===== config.mk =====
export PLATFORM = sky130hd
export DESIGN_NAME = bm_sigma_solver_flat
export DESIGN_NICKNAME = d
export VERILOG_FILES = /design/src/rtl/bm_sigma_solver_if.sv /design/src/rtl/bm_sigma_solver.sv /design/src/flat_wrapper.sv
export SDC_FILE = /design/constraint.sdc
export NUM_CORES = 1
export LEC_CHECK = 0
export CAP_MARGIN = 30
export CORE_ASPECT_RATIO = 0.9
export CORE_MARGIN = 2
export CORE_UTILIZATION = 45
export CTS_CLUSTER_SIZE = 25
export DETAILED_ROUTE_END_ITERATION = 10
export GPL_TIMING_DRIVEN = 0
export SLEW_MARGIN = 10
export SYNTH_ARGS = -nofsm -noshare
export SYNTH_HDL_FRONTEND = slang
export SYNTH_SLANG_ARGS = --single-unit

===== constraint.sdc =====
create_clock -name clk -period 12.1 [get_ports clk]
set_input_delay 1.815 -clock clk [delete_from_list [all_inputs] [get_ports clk]]
set_output_delay 1.815 -clock clk [all_outputs]
set_load 0.005 [all_outputs]

===== src/rtl/bm_sigma_solver_if.sv =====
// Handshake and result bundle between the RS syndrome stage, the sigma solver and Chien search.
// The master side drives start/syn_in and the slave side returns the locator result.
interface bm_sigma_solver_if #(
  parameter int unsigned T = 3,
  parameter int unsigned M = 8
);
  logic               start;
  logic [2*T*M-1:0]   syn_in;
  logic               busy;
  logic               done;
  logic [(T+1)*M-1:0] sigma_out;
  logic [3:0]         deg;
  logic               fail;

  modport master (
    output start, syn_in,
    input  busy, done, sigma_out, deg, fail
  );

  modport slave (
    input  start, syn_in,
    output busy, done, sigma_out, deg, fail
  );
endinterface


===== src/rtl/bm_sigma_solver.sv =====
// Inversionless Berlekamp-Massey error-locator solver, one iteration per clock.
// Define BM_SIGMA_NORMALIZE_EN to add an 8-cycle NORM phase that makes sigma_out monic.
module bm_sigma_solver #(
  parameter int unsigned T         = 3,
  parameter int unsigned M         = 8,
  parameter logic [M:0]  PRIM_POLY = 9'h11D
) (
  input logic              clk,
  input logic              rst_n,
  bm_sigma_solver_if.slave bus
);

  localparam logic [3:0] TL     = 4'(T);
  localparam logic [3:0] RLast  = 4'(2 * T - 1);
  localparam logic [1:0] StIdle = 2'd0;
  localparam logic [1:0] StIter = 2'd1;
  localparam logic [1:0] StDone = 2'd3;
`ifdef BM_SIGMA_NORMALIZE_EN
  localparam logic [1:0] StNorm = 2'd2;
`endif

  function automatic logic [M-1:0] gf_mul(input logic [M-1:0] a, input logic [M-1:0] b);
    logic [M-1:0] acc;
    logic [M-1:0] sh;
    acc = '0;
    sh  = a;
    for (int k = 0; k < int'(M); k++) begin
      if (b[k]) acc ^= sh;
      sh = sh[M-1] ? ((sh << 1) ^ PRIM_POLY[M-1:0]) : (sh << 1);
    end
    return acc;
  endfunction

  logic [1:0]         r_state;
  logic [M-1:0]       r_syn   [2*T];
  logic [M-1:0]       r_sigma [T+1];
  logic [M-1:0]       r_b     [T+1];
  logic [M-1:0]       r_gamma;
  logic [3:0]         r_l;
  logic [3:0]         r_r;
  logic               r_busy;
  logic               r_done;
  logic               r_fail;
  logic [3:0]         r_deg;
  logic [(T+1)*M-1:0] r_sigma_out;

  logic [M-1:0]       w_delta;
  logic [M-1:0]       w_sigma_nxt [T+1];
  logic               w_upd;
  logic [(T+1)*M-1:0] w_sigma_flat;

`ifdef BM_SIGMA_NORMALIZE_EN
  logic [2:0]   r_cnt;
  logic [M-1:0] r_p;
  logic [M-1:0] w_sq;
  assign w_sq = gf_mul(r_p, r_p);
`endif

  // Discrepancy: terms with syndrome index below 1 contribute nothing.
  always_comb begin
    w_delta = '0;
    for (int i = 0; i <= int'(T); i++) begin
      if (int'(r_r) >= i) w_delta ^= gf_mul(r_sigma[i], r_syn[int'(r_r) - i]);
    end
  end

  // gamma*sigma + delta*x*B; B's top coefficient falls off the x^T end.
  always_comb begin
    w_sigma_nxt[0] = gf_mul(r_gamma, r_sigma[0]);
    for (int i = 1; i <= int'(T); i++) begin
      w_sigma_nxt[i] = gf_mul(r_gamma, r_sigma[i]) ^ gf_mul(w_delta, r_b[i-1]);
    end
  end

  assign w_upd = (w_delta != '0) && ({r_l, 1'b0} <= {1'b0, r_r});

  always_comb begin
    w_sigma_flat = '0;
    for (int i = 0; i <= int'(T); i++) w_sigma_flat[i*M +: M] = r_sigma[i];
  end

  always_ff @(posedge clk or negedge rst_n) begin
    if (!rst_n) begin
      r_state <= StIdle;
      for (int j = 0; j < 2 * int'(T); j++) r_syn[j] <= '0;
      for (int i = 0; i <= int'(T); i++) begin
        r_sigma[i] <= (i == 0) ? M'(1) : '0;
        r_b[i]     <= (i == 0) ? M'(1) : '0;
      end
      r_gamma     <= M'(1);
      r_l         <= '0;
      r_r         <= '0;
      r_busy      <= 1'b0;
      r_done      <= 1'b0;
      r_fail      <= 1'b0;
      r_deg       <= '0;
      r_sigma_out <= {{(T*M){1'b0}}, M'(1)};
`ifdef BM_SIGMA_NORMALIZE_EN
      r_cnt       <= '0;
      r_p         <= '0;
`endif
    end else begin
      r_done <= 1'b0;
      case (r_state)
        StIdle: begin
          if (bus.start) begin
            for (int j = 0; j < 2 * int'(T); j++) r_syn[j] <= bus.syn_in[j*M +: M];
            for (int i = 0; i <= int'(T); i++) begin
              r_sigma[i] <= (i == 0) ? M'(1) : '0;
              r_b[i]     <= (i == 0) ? M'(1) : '0;
            end
            r_gamma <= M'(1);
            r_l     <= '0;
            r_r     <= '0;
            r_busy  <= 1'b1;
            r_state <= StIter;
          end
        end
        StIter: begin
          for (int i = 0; i <= int'(T); i++) r_sigma[i] <= w_sigma_nxt[i];
          if (w_upd) begin
            for (int i = 0; i <= int'(T); i++) r_b[i] <= r_sigma[i];
            r_l     <= r_r + 4'd1 - r_l;
            r_gamma <= w_delta;
          end else begin
            r_b[0] <= '0;
            for (int i = 1; i <= int'(T); i++) r_b[i] <= r_b[i-1];
          end
          r_r <= r_r + 4'd1;
          if (r_r == RLast) begin
`ifdef BM_SIGMA_NORMALIZE_EN
            r_cnt   <= '0;
            r_state <= StNorm;
`else
            r_busy  <= 1'b0;
            r_state <= StDone;
`endif
          end
        end
`ifdef BM_SIGMA_NORMALIZE_EN
        // p walks s^1, s^3, ..., s^127; the last step squares it to s^254 = 1/s.
        StNorm: begin
          r_cnt <= r_cnt + 3'd1;
          if (r_cnt == 3'd0) begin
            r_p <= r_sigma[0];
          end else if (r_cnt != 3'd7) begin
            r_p <= gf_mul(w_sq, r_sigma[0]);
          end else begin
            for (int i = 0; i <= int'(T); i++) r_sigma[i] <= gf_mul(r_sigma[i], w_sq);
            r_busy  <= 1'b0;
            r_state <= StDone;
          end
        end
`endif
        StDone: begin
          r_done      <= 1'b1;
          r_sigma_out <= w_sigma_flat;
          r_deg       <= r_l;
          r_fail      <= (r_l > TL);
          r_state     <= StIdle;
        end
        default: r_state <= StIdle;
      endcase
    end
  end

  assign bus.busy      = r_busy;
  assign bus.done      = r_done;
  assign bus.sigma_out = r_sigma_out;
  assign bus.deg       = r_deg;
  assign bus.fail      = r_fail;

endmodule


===== src/flat_wrapper.sv =====
// flat-port wrapper written by rule: the top's interface ports become plain ports
module bm_sigma_solver_flat 
#(
  parameter int unsigned T         = 3,
  parameter int unsigned M         = 8,
  parameter logic [M:0]  PRIM_POLY = 9'h11D
)
  (clk, rst_n, bus_start, bus_syn_in, bus_busy, bus_done, bus_sigma_out, bus_deg, bus_fail);
  bm_sigma_solver_if #(.T(T), .M(M)) bus_i ();
  input logic clk;
  input logic rst_n;
  input wire logic [$bits(bus_i.start)-1:0] bus_start;
  input wire logic [$bits(bus_i.syn_in)-1:0] bus_syn_in;
  output wire logic [$bits(bus_i.busy)-1:0] bus_busy;
  output wire logic [$bits(bus_i.done)-1:0] bus_done;
  output wire logic [$bits(bus_i.sigma_out)-1:0] bus_sigma_out;
  output wire logic [$bits(bus_i.deg)-1:0] bus_deg;
  output wire logic [$bits(bus_i.fail)-1:0] bus_fail;
  assign bus_i.start = bus_start;
  assign bus_i.syn_in = bus_syn_in;
  assign bus_busy = bus_i.busy;
  assign bus_done = bus_i.done;
  assign bus_sigma_out = bus_i.sigma_out;
  assign bus_deg = bus_i.deg;
  assign bus_fail = bus_i.fail;
  bm_sigma_solver #(.T(T), .M(M), .PRIM_POLY(PRIM_POLY)) u_core (.clk(clk), .rst_n(rst_n), .bus(bus_i));
endmodule

==> run summary <==
Grt total ovfl: 0
R2r worst-path depth: 26
Avg WL per Cell: 25.31 microns
Post-CTS setup buffer count: 0
Critical path's largest stage delay: 810 ps
# IOs: 90
R2r setup slk: 3540 ps
Max_cap viols: 0
Cells after Synth: 2561
DP HPWL: 64.88 mm
Post-Synth Simple-Gate Area: 17.28%
Syn nets: 2626
Hold Path Class: reg2reg
Critical path origin: u_core.r_r[0]
Cells taking the most area after synthesis: xnor2_1, dfrtp_1, nand2_1, xor2_1, mux2_2
Compound-Gate Fraction of Synth Area: 12.48%
Number of CTS-inserted buffers: 17
Resized cells post-CTS: 0
Combinational family with the most area after synthesis: XOR/XNOR gates
Clock transition at path regs: 80 ps
Number of global-route vias before repair: 18302
Worst slew pin tran: 1042 ps
CTS Buffer Depth: 2
CP endpoint kind: flop
RSZ-0062 raised after global routing: false
Final hold violation count: 0
First-pass GRT wire length: 123.0 mm
Worst rel slew slack: 30.27%
Mapped Area: 20430 sq um
Clk sinks: 161
Vias: 19371
Hold_buf cts: 0
Crit-path slowest cell: xnor2_1
Die ar.: 47130 sq um
Async SR Flop Fraction: 100.0%
Critical path type: reg2reg
WP depth: 26
Top cells by count, synth: nand2_1, xnor2_1, dfrtp_1
Drc violations: 0
Minimum clock period after layout: 8555 ps
Initial antenna violation count: 0
Chip Width: 228.6 microns
Reg-to-reg endpoint: u_core.r_sigma[20]
H-tree levels: 4
Setup violators final: 0
Yosys reg bits: 161
Slew Limit Fails: 0
Mux cell area share after synthesis: 9.570%
CTS tree: done
Post-route setup TNS: 0 ps
Antenna Cells: 0
CP arrival: 8920 ps
Starting density of the core: 45.32%
TritonRoute pass-1 iters: 7
Synth unique cells: 85
Yosys warning count: 0
Cell taking the most area after synthesis: xnor2_1
Synth Area in XOR/XNOR: 34.96%
Clock tree root buffer cell: clkbuf_16
GRT Total Usage: 35.61%
Top cell family by delay on the critical path: buffers and inverters
CP bufs+invs: 10
Final GP Congestion: 0.9708
Outcome: finished, final reports clean
Dominant cell type by count on the critical path: xnor2_1
Post-synth EDFFs: 0
Share of cells above drive strength 1: 8.712%
Synth Area in Adders: 0.8940%
Die height: 206.2 microns
Final period util: 70.71%
Via/cell ratio: 5.881
Peak Freq: 0.1169 GHz
Buffers added on ports: 89
Detailed Route WL: 83.37 mm
Starting DRT DRC Count: 2167
Syn avg cell area: 7.979 sq um
Crit Path Max Fanout: 10
Nets: 2738
Worst setup endpoint: u_core.r_sigma[20]
Antenna-violating nets left: 0
Clock Skews: 16.33 ps
Post-synth top area share: 22.97%
Part of the Yosys area used for sequential elements: 19.74%
Clk Latency, worst-skew pair: 520 ps
Largest net degree at the start of global routing: 91
Top_reg_cell synth: dfrtp_1
Row cnt: 74
Placeable Area: 45090 sq um
Area growth syn-to-layout: 11.51%
Top-count cell post-synth: nand2_1
Origin of the critical flop-to-flop path: u_core.r_r[0]
CP Launch Type: flop
Req. time, crit path: 12460 ps
==> cells in the final DEF (no fill, tap or decap), types with 10 or more instances in the layout <==
cell type and n:
or2_2 11, clkbuf_16 17, mux2_2 89, o21ai_1 14, ha_1 13, buf_4 10, o21ai_0 131, nand3_1 12
buf_1 26, o31ai_1 11, o211ai_1 11, buf_2 34, xor2_1 129, clkbuf_1 131, nor2_1 130, a22o_1 13
o22ai_1 43, mux2i_1 75, nand2_1 570, clkdlybuf4s50_1 88, a211oi_1 16, a21oi_1 57, a21o_1 12, and2_1 12
xnor2_1 535, inv_1 30, xnor3_1 41, dfrtp_1 157, nor3_1 38, nand2b_1 27, a22oi_1 25, nor2b_1 16
==> flip-flops by register name (all words and copies together) (netlist names) <==
signal	count
u_core.r_syn	48
u_core.r_b	24
u_core.r_state	2
u_core.bus.fail	1
u_core.bus.sigma_out	32
u_core.bus.done	1
u_core.r_gamma	8
u_core.r_l	4
u_core.r_r	4
u_core.r_sigma	32
u_core.bus.busy	1
u_core.bus.deg	4
==> kinds of logic after synthesis <==
| group | Yosys count |
|---|---|
| and+or+nand+nor | 848 |
| AOI/OAI and AO/OA | 398 |
| muxes | 174 |
| xor gates and xnor gates | 724 |
| DFF | 161 |
| buffers and inverters | 242 |
| adders and majority gates | 14 |
==> through the flow <==
step	setup WS [ps]	util, %	cell area (sq um)	instances	hold slack, ps
finish	3545	50.53	22790	3294	487.7
detailed placement	3923	49.11	22150	3261	474.5
CTS	3894	50.50	22770	3293	491.9
global route	3233	50.53	22790	3294	517.9
global placement	2187	48.98	22090	3258	466.0
floorplan	6613	-	20430	2561	469.8
==> tightest hold or removal path, stage by stage, from the launching register on <==
cell,delay [ps]
dfrtp_1,350
nand2_1,50
o21ai_0,60
==> area by class of cell <==
cell class              instances  area (sq um)
fillers                      4430         22310
plain buffers                 206         902.1
clock buffers                  17         425.4
flip-flops and latches        161          4034
repair buffers                 93         953.4
well taps                     608         760.7
clock inverters                15         198.9
multi-input cells            2158         15380
inverters                      36         135.1
==> worst min path at each step <==
stage / endpoint / from / depth (start not counted)
2_1_floorplan: u_core.bus.sigma_out[0] / u_core.bus.sigma_out[0] / 2
3_3_place_gp: u_core.bus.sigma_out[12] / u_core.bus.sigma_out[12] / 2
3_5_place_dp: u_core.bus.sigma_out[17] / u_core.bus.sigma_out[17] / 2
4_1_cts: u_core.bus.sigma_out[17] / u_core.bus.sigma_out[17] / 2
5_1_grt: u_core.bus.sigma_out[12] / u_core.bus.sigma_out[12] / 2
6_report: u_core.bus.sigma_out[17] / u_core.bus.sigma_out[17] / 2
==> metal layers <==
layer	up-vias	global-route usage (%)	share of wire (%)
li1	8687	-	-
met1	9558	52.74	46
met2	999	49.97	40
met3	127	9.134	11
met4	0	11.06	2.7
met5	-	0	0
Power is left out: the tool's default activity adds up to more than one toggle a clock period on the data nets, which glitch-free logic cannot reach.
